**config.mk**
```make
export PLATFORM = sky130hd
export DESIGN_NAME = vram_arbiter
export DESIGN_NICKNAME = d
export VERILOG_FILES = /design/src/rtl/vram_arbiter.sv
export SDC_FILE = /design/constraint.sdc
export NUM_CORES = 1
export LEC_CHECK = 0
export BUFFER_PORTS_ARGS = -buffer_cell sky130_fd_sc_hd__buf_2
export CAP_MARGIN = 15
export CORE_ASPECT_RATIO = 0.7
export CORE_MARGIN = 2
export CORE_UTILIZATION = 49
export CTS_BUF_LIST = sky130_fd_sc_hd__clkbuf_8
export DETAILED_ROUTE_END_ITERATION = 7
export GPL_ROUTABILITY_DRIVEN = 0
export PLACE_DENSITY = 0.82
export SETUP_SLACK_MARGIN = 0.02
export SLEW_MARGIN = 20
export SYNTH_ARGS = -nofsm -noshare
export SYNTH_HDL_FRONTEND = slang
export SYNTH_SLANG_ARGS = --single-unit
```
**constraint.sdc**
```tcl
create_clock -name clk -period 1.5 [get_ports clk]
set_input_delay 0.3 -clock clk [delete_from_list [all_inputs] [get_ports clk]]
set_output_delay 0.3 -clock clk [all_outputs]
set_load 0.03 [all_outputs]
```
**src/rtl/vram_arbiter.sv**
```systemverilog
// Screen-RAM arbiter: video cell fetches take priority over Z80 accesses.
// Optional wait-cycle counter: define VRAM_ARB_WAIT_CNT_EN.
module vram_arbiter #(
    parameter int ADDR_W = 13
) (
    input  logic              clk,
    input  logic              n_reset,
    input  logic              vid_req,
    input  logic [ADDR_W-1:0] vid_pix_addr,
    input  logic [ADDR_W-1:0] vid_attr_addr,
    output logic [7:0]        vid_pix_data,
    output logic [7:0]        vid_attr_data,
    output logic              vid_valid,
    output logic              vid_overrun,
    input  logic              cpu_req,
    input  logic              cpu_we,
    input  logic [ADDR_W-1:0] cpu_addr,
    input  logic [7:0]        cpu_wdata,
    output logic [7:0]        cpu_rdata,
    output logic              cpu_ack,
    output logic              n_wait,
    output logic [ADDR_W-1:0] ram_addr,
    output logic [7:0]        ram_wdata,
    output logic              ram_we,
    input  logic [7:0]        ram_rdata
`ifdef VRAM_ARB_WAIT_CNT_EN
    ,
    input  logic              wait_clr,
    output logic [15:0]       wait_cycles
`endif
);

    typedef enum logic [2:0] {
        IDLE,
        VID_PIX,
        VID_ATTR,
        VID_END,
        CPU_ACC,
        CPU_END
    } state_t;

    state_t            state;
    logic              pend;
    logic [ADDR_W-1:0] pend_pix;
    logic [ADDR_W-1:0] pend_attr;
    logic [ADDR_W-1:0] cur_pix;
    logic [ADDR_W-1:0] cur_attr;
    logic              arb;
    logic              take_vid;
    logic              take_cpu;

    assign n_wait   = !(cpu_req && !cpu_ack);
    assign arb      = (state == IDLE) || (state == VID_END) || (state == CPU_END);
    assign take_vid = arb && (vid_req || pend);
    assign take_cpu = arb && !take_vid && (state != CPU_END)
                      && cpu_req && !cpu_ack;

    always_comb begin
        ram_addr  = '0;
        ram_we    = 1'b0;
        ram_wdata = 8'h00;
        case (state)
            VID_PIX:  ram_addr = cur_pix;
            VID_ATTR: ram_addr = cur_attr;
            CPU_ACC: begin
                ram_addr  = cpu_addr;
                ram_we    = cpu_we;
                ram_wdata = cpu_wdata;
            end
            default: ;
        endcase
    end

    always_ff @(posedge clk or negedge n_reset) begin
        if (!n_reset) begin
            state         <= IDLE;
            pend          <= 1'b0;
            pend_pix      <= '0;
            pend_attr     <= '0;
            cur_pix       <= '0;
            cur_attr      <= '0;
            vid_pix_data  <= 8'h00;
            vid_attr_data <= 8'h00;
            vid_valid     <= 1'b0;
            vid_overrun   <= 1'b0;
            cpu_rdata     <= 8'h00;
            cpu_ack       <= 1'b0;
        end else begin
            vid_valid <= 1'b0;
            cpu_ack   <= 1'b0;

            unique case (state)
                VID_PIX:  state <= VID_ATTR;
                VID_ATTR: begin
                    state        <= VID_END;
                    vid_pix_data <= ram_rdata;
                end
                CPU_ACC:  state <= CPU_END;
                default: begin
                    if (take_vid)
                        state <= VID_PIX;
                    else if (take_cpu)
                        state <= CPU_ACC;
                    else
                        state <= IDLE;
                end
            endcase

            if (state == VID_END) begin
                vid_attr_data <= ram_rdata;
                vid_valid     <= 1'b1;
            end
            if (state == CPU_END) begin
                cpu_rdata <= ram_rdata;
                cpu_ack   <= 1'b1;
            end

            // A request arriving as the slot is consumed refills it, not an overrun.
            if (vid_req) begin
                pend_pix  <= vid_pix_addr;
                pend_attr <= vid_attr_addr;
            end
            if (take_vid) begin
                cur_pix  <= pend ? pend_pix : vid_pix_addr;
                cur_attr <= pend ? pend_attr : vid_attr_addr;
                pend     <= pend && vid_req;
            end else if (vid_req) begin
                pend <= 1'b1;
                if (pend)
                    vid_overrun <= 1'b1;
            end
        end
    end

`ifdef VRAM_ARB_WAIT_CNT_EN
    logic [15:0] wait_cnt;

    always_ff @(posedge clk or negedge n_reset) begin
        if (!n_reset)
            wait_cnt <= 16'h0000;
        else if (wait_clr)
            wait_cnt <= 16'h0000;
        else if (!n_wait && wait_cnt != 16'hFFFF)
            wait_cnt <= wait_cnt + 16'h0001;
    end

    assign wait_cycles = wait_cnt;
`endif

endmodule

```
-- Word level (Yosys, flattened, before mapping)
Cells that the tools add are included.
- register bits after elaboration: 83
- bits of input ports: 60
- output and inout port bits: 50
- equal/unequal tests: 6
- muxes and demuxes: 12
- bitwise operators: 1
- reductions and logical operators: 16
- operators by type and width (operator ; number):
    $pmux 13 s3 ; 1
    $mux 13 ; 2
    $pmux 3 s3 ; 1
    $mux 8 ; 1
    $logic_and 1x1->1 ; 7
    $eq 3x2->1 const B ; 2
    $eq 3x3->1 const B ; 2
    $mux 3 ; 2
    $mux 1 ; 5
    $eq 3x1->1 const B ; 1
    $logic_not 1->1 ; 3
    $logic_not 3->1 ; 1
    $logic_or 1x1->1 ; 3
    $ne 3x3->1 const B ; 1
    $reduce_and 3->1 ; 1
    $reduce_bool 2->1 ; 1
    $not 1->1 ; 1

-- Depth between registers and ports, before layout
Gate-level depths: netlist of run 1.
- depth after elaboration: 12
- mapped depth: 7
- depth with buffers taken out: 4

-- Worst setup path after synthesis of run 1
Ideal clock, no wire load.
- path kind: reg-to-output
- from: reg state[0]
- to: out ram_addr[10]
- data arrival time: 1.802 ns
- required time: 1.200 ns
- setup slack: -0.602 ns
- cell stages (with the launch flop): 7
- path buffers: 3
- path through: dfrtp_1 buf_6 nor2b_1 buf_2 clkbuf_1 a22oi_1 o21ai_0
- cells in the longest elaborated chain, start to end: 2
- ends and longest elaborated chain (what ; RTL line ; RTL):
    from (decl) ; 42 ; state_t state;
    from (signal assigned) ; 76 ; state <= IDLE;
    from (signal assigned) ; 93 ; VID_PIX: state <= VID_ATTR;
    from (signal assigned) ; 95 ; state <= VID_END;
    $eq 3x3->1, or another cell as far along ; 62 ; case (state)
    $pmux 13 s3 (*) ; 62 ;
    to (decl) ; 22 ; output logic [ADDR_W-1:0] ram_addr,
Mark *: on every way between the ends. The rest lies on a longest branch, timed or not.

-- Worst setup path in the final report of run 1
- from: reg state[0]
- to: out ram_addr[8]
Same word-level chain as after synthesis.

==> results of run 1 <==
==> layout make-up <==
class / count / area, µm² / share of cell area [%]
sequential: 83 / 2080 / 35.5
multi-input combinational: 216 / 2100 / 35.9
tap: 101 / 126 / 2.16
timing repair buffer: 160 / 1280 / 21.9
inverter: 2 / 11.3 / 0.192
clock buffer: 9 / 124 / 2.12
clock inverter: 7 / 123 / 2.10
antenna: 1 / 2.50 / 0.0428
==> worst reg2reg max path, cell delays in order (launching register included) <==
cell       delay [ps]
dfrtp_2           460
nor2b_4           290
buf_12            170
buf_4             130
xor2_4            160
nor3_4             60
buf_6             130
buf_4             150
a2bb2oi_2         130
==> worst max path at each step <==
stage | startpoint | to | cells past startpoint
2_1_floorplan | state[0] | cur_pix[11] | 6
3_3_place_gp | state[0] | ram_addr[3] | 5
3_5_place_dp | state[0] | cur_attr[0] | 6
4_1_cts | state[0] | ram_addr[9] | 5
5_1_grt | state[0] | ram_addr[9] | 5
6_report | state[0] | ram_addr[8] | 5
==> power groups by stage <==
stage / Combinational, µW / Sequential, µW / Clock, µW
3_5_place_dp: 7700 / 3680 / 0
6_report: 9250 / 3690 / 1970
4_1_cts: 8720 / 3660 / 2020
5_1_grt: 9750 / 3790 / 2100
2_1_floorplan: 5090 / 4240 / 0
3_3_place_gp: 7480 / 3640 / 0
==> flip-flops by register name, indices dropped and copies added, names as in the netlist <==
register and flops:
cpu_rdata 8, pend 1, vid_attr_data 8, cur_attr 13, state 3, pend_pix 13, pend_attr 13, vid_overrun 1
cpu_ack 1, vid_valid 1, cur_pix 13, vid_pix_data 8
==> synth_stat cells, drive strengths merged <==
| master | n |
|---|---|
| a21oi | 1 |
| a22oi | 14 |
| a2bb2oi | 25 |
| and3 | 9 |
| buf | 15 |
| clkbuf | 9 |
| clkinv | 1 |
| dfrtp | 83 |
| inv | 1 |
| mux2 | 42 |
| mux2i | 26 |
| nand2 | 41 |
| nand2b | 27 |
| nand3 | 1 |
| nand3b | 1 |
| nor2 | 4 |
| nor2b | 2 |
| nor3 | 2 |
| nor3b | 1 |
| o21ai | 14 |
| o21bai | 1 |
| o2bb2a | 1 |
| o31a | 1 |
| or3 | 1 |
| xnor2 | 1 |
| xor2 | 1 |
==> repair_timing <==
item	in CTS	in global routing
hold endpoints to repair	17	0
setup endpoints to repair	66	74
setup buffers	7	5
cloned	3	0
gates resized for setup	61	28
pin swaps	5	8
hold buffers	1	0
==> metal layers <==
metal	up-vias	global-route usage, %	part of all wire [%]
met5	-	0	0.11
met4	2	8.90	1.7
met3	18	7.74	6.6
met2	88	37.0	48
met1	1570	30.2	44
li1	1444	-	-
==> per-stage QoR <==
step / cell area [µm²] / hold WS (ps) / util, % / setup TNS (ps) / setup WS [ps]
after floorplan: 4270 / 4.41 / - / -1370 / -45.0
after global placement: 5160 / 203 / 65.3 / -3760 / -120
after detailed placement: 5160 / 205 / 65.3 / -6990 / -176
after CTS: 5710 / 127 / 72.2 / -15040 / -484
after global routing: 5850 / 151 / 74.0 / -21200 / -547
final: 5850 / 150 / 74.0 / -17300 / -495
==> logic make-up (layout without fill, tap and decap cells) <==
| family | count (synthesis) | count (layout) | synth area share, % |
|---|---|---|---|
| AO/OA/AOI/OAI | 57 | 57 | 13.7 |
| XOR/XNOR | 2 | 2 | 0.623 |
| buffers and inverters | 26 | 178 | 3.99 |
| flip-flops | 83 | 83 | 51.7 |
| multiplexers | 68 | 68 | 18.2 |
| other | 0 | 1 | 0 |
| AND/OR/NAND/NOR | 89 | 89 | 11.7 |
==> impl_metrics.ini, run 1 <==
[setup_path]
crit_buf_inv = 2
slowest_delay_ps = 460
cp_top_family = flip-flops
rrSetupSlack_ps = -300
crit_path_top_delay_cell = dfrtp_2
critical_path.endpoint_type = primary output
worstSetupPathType = flop to primary output
path_cells = nor2b_4 > buf_12 > a22oi_2 > o21ai_4 > buf_6
worstPathRequired_ps = 1200
r2r_cells = 8
arrival_ps = 1690
worstPathMaxFanout = 8
cp-start-kind = flop
r2r-end = cur_pix[0]
worstReg2RegStart = state[0]

[pwr]
p_int_uw = 8860
p_leak_uw = 0.00268
finalPower_uw = 14900
p_switching_uw = 6040
seqPwrFrac_pct = 24.7
ir_drop_v = 0.00148
clkPwrFrac_pct = 13.2
comb_power_share_pct = 62.0
sw_frac_of_total_pct = 40.5
power_per_cell_area_nw_per_um2 = 2550

[logic_synthesis]
ys_ff_latch = 83
synthCells = 325
synth.area.top_cells = dfrtp_1 52%, mux2_2 12%, a2bb2oi_2 7.5%, mux2i_1 6.5%, nand2b_1 4.2%
syn-num-nets = 385
synth_top_area_share_pct = 51.7
synth_top_area_cell = dfrtp_1
syn_area_per_cell_um2 = 12.4
yosys_warnings = 0
synthDistinctLibCells = 34
synth_area_um2 = 4020
ys_seq_area_share_pct = 51.7

[floorplan]
io_pins = 110
core_area_um2 = 7910
die_area_um2 = 8950
start_util_pct = 50.8
placementRows = 27
die_h_um = 79.8
die_x_um = 112

[global_routing]
grt.overflow.total = 0
grt_max_degree = 28
grt_pass1_vias = 3224
grt_usage_pct = 23.4
antenna_found_initial = 2
grt_pass1_wl_um = 16200

[cts]
cts.path.max_buffers = 2
path_clk_slew_ps = 90
cts_sinks = 83
clk_latency_ps = 370
numCtsBuffers = 9
clockRootBuffer = clkbuf_8
cts_max_level = 3
tritoncts = done

[sta]
final.setup.worst_slack_ps = -495
tightest_slew_ps = 317
slew_headroom_pct = 78.3
max_freq_mhz = 501
rsz0062_at_grt = true
post-route-min-period_ps = 1990
setup_viol = 52
hold_viol_final = 0
fin_skew_ps = 9.07
drv_slew = 0
fin_crit_sh_pct = 133

[placed_design]
dp_hpwl_um = 7190
portBuffers = 109
place_inst = 547

[route]
drt_wl_total_um = 10200
vias = 3122
drc = 0
post_drt_wl_per_cell_um = 17.5
via_per_inst = 5.39
drt_iter0_markers = 114
firstDrtPassIters = 4
postRouteAntennaNets = 0

[layout]
fillers = 525
layout_common_cells = 86 x buf_2, 81 x dfrtp_1, 38 x nand2_1, 34 x mux2_2
finalNetCount = 532
syn_to_final_growth_pct = 45.7
stdcell_count = 579
drive_gt1_share_pct = 60.8
final_common_cell = buf_2

[status]
status = finished, violations left
violations = negative setup slack

[min_path]
min-delay-start = ram_rdata[3]
min_to = cpu_rdata[3]
min_path_type = input pin to flop
whs_path_depth = 3

[job]
drv_cap = 0
(Power assumes the default switching activity.)
==> inputs of run 2 (changes only) <==
Settings changed: CORE_ASPECT_RATIO 0.7 to unset.
==> run 2 against run 1 <==
Effect of this change: the run still ends with negative setup slack left; sequential power grew 2%; combinational power grew 3.2%; wire length grew 4.3%; global-route usage shrank 0.26 points; design area shrank 0.26%; total power grew 0.15%; maximum frequency shrank 2.4%; via count grew 0.48%; clock skew shrank 2.8 ps; utilization shrank 1.9 points; critical endpoint is now ram_addr[2]; largest power group unchanged.
==> impl_metrics.ini, run 2 (synthesis results as in run 1) <==
[cts]
clockRootBuffer = clkbuf_8
path_clk_slew_ps = 90
clk_latency_ps = 360
cts.path.max_buffers = 2
tritoncts = done
cts_max_level = 3
cts_sinks = 83
numCtsBuffers = 9

[placed_design]
portBuffers = 109
dp_slack_ps = -209
place_inst = 542
dp_hpwl_um = 6690

[layout]
layout_common_cells = 86 x buf_2, 81 x dfrtp_1, 42 x mux2_2, 33 x buf_6, 27 x nand2b_1
finalNetCount = 524
utilization_pct = 72.1
final_common_cell = buf_2
stdcell_count = 574
antenna_cells = 0
drive_gt1_share_pct = 62.3
syn_to_final_growth_pct = 45.3

[setup_path]
r2r_cells = 8
worstPathMaxFanout = 7
crit_top_cell = buf_6
critical_path.endpoint_type = primary output
arrival_ps = 1740
r2r-end = cur_attr[1]
worstPathRequired_ps = 1200
path_cells = buf_6 > nor3b_4 > buf_6 > nand2_2 > o21ai_2 > buf_6
crit_path_top_delay_cell = dfrtp_2
worstSetupPathType = flop to primary output
rrSetupSlack_ps = -250
slowest_delay_ps = 450
cp-start-kind = flop
worstReg2RegStart = state[0]

[route]
firstDrtPassIters = 4
drt_wl_total_um = 10600
drc = 0
post_drt_wl_per_cell_um = 18.4
postRouteAntennaNets = 0
via_per_inst = 5.47
vias = 3137
drt_iter0_markers = 102

[pwr]
sw_frac_of_total_pct = 42.0
p_int_uw = 8650
comb_power_share_pct = 64.0
p_leak_uw = 0.00264
seqPwrFrac_pct = 25.2
ir_drop_v = 0.00198
power_per_cell_area_nw_per_um2 = 2560
p_switching_uw = 6270
clkPwrFrac_pct = 10.8

[sta]
hold_viol_final = 0
fin_skew_ps = 6.31
setup_viol = 60
max_freq_mhz = 489
final.setup.worst_slack_ps = -543
finalSetupTns_ps = -17780
rsz0062_at_grt = true
fin_crit_sh_pct = 136
tightest_slew_ps = 474
slew_headroom_pct = 68.4
post-route-min-period_ps = 2040
drv_slew = 0

[min_path]
whs_path_depth = 3
min_path_type = input pin to flop
min_to = cpu_rdata[4]
min-delay-start = ram_rdata[4]

[global_routing]
grt_pass1_vias = 3144
antenna_found_initial = 0
grt_pass1_wl_um = 15600
grt.overflow.total = 0
grt_usage_pct = 23.1
grt_max_degree = 84

[status]
status = finished, violations left
violations = negative setup slack

[floorplan]
die_h_um = 94.6
io_pins = 110
core_area_um2 = 8090
die_area_um2 = 8940
start_util_pct = 49.6
placementRows = 33
die_x_um = 94.6

[job]
drv_cap = 0
run 2: metrics by stage:
stage | hold WS (ps) | cell area [µm²] | power (µW)
4_1_cts | 148 | 5610 | 14100
5_1_grt | 167 | 5840 | 15600
2_1_floorplan | 4.41 | 4270 | 9330
3_5_place_dp | 369 | 5080 | 11400
3_3_place_gp | 362 | 5080 | 11200
6_report | 155 | 5840 | 14900
run 2: power by group through the flow:
stage	logic [µW]	registers (µW)	clock network (µW)
global route	10000	3850	1710
global placement	7510	3650	0
detailed placement	7720	3680	0
CTS	8840	3670	1620
finish	9550	3760	1610
floorplan	5090	4240	0
run 2: repair_timing:
item	CTS	global route
gates resized for setup	69	39
setup endpoints to repair	64	68
hold buffers	1	0
gates cloned	3	2
pin swaps	6	17
endpoints found under the hold margin	83	0
setup buffers	6	9
run 2: layout make-up:
cell class | instances | area, µm²
Fill cell | 542 | 2260
Multi-Input combinational cell | 216 | 2170
Sequential cell | 83 | 2080
Timing Repair Buffer | 151 | 1240
Tap cell | 105 | 131
Clock buffer | 9 | 124
Clock inverter | 7 | 70.1
Inverter | 2 | 11.3
Timing Repair inverter | 1 | 7.51
run 2: critical path: cells and delay by family, from the launching register on:
kind                   cells  cell delay [ps]
flip-flops                 1              450
buffers and inverters      3              510
AO/OA/AOI/OAI              1               80
AND/OR/NAND/NOR            2              340
run 2: worst max-delay path by stage:
stage | from | endpoint | slack [ps] | cells after the start
after floorplan | state[0] | cur_pix[11] | -40 | 6
after global placement | state[2] | ram_addr[4] | -110 | 6
after detailed placement | state[2] | ram_addr[4] | -210 | 6
after CTS | state[2] | ram_addr[5] | -500 | 6
after global routing | state[0] | ram_addr[0] | -580 | 6
final | state[2] | ram_addr[2] | -540 | 6
run 2: layer usage:
layer | wire, µm | track usage (%) | part of all wire [%]
met5 | 0 | 0 | 0
met4 | 131 | 7.97 | 1.2
met3 | 577 | 4.55 | 5.5
met2 | 5610 | 39.9 | 53
met1 | 4270 | 29.1 | 40
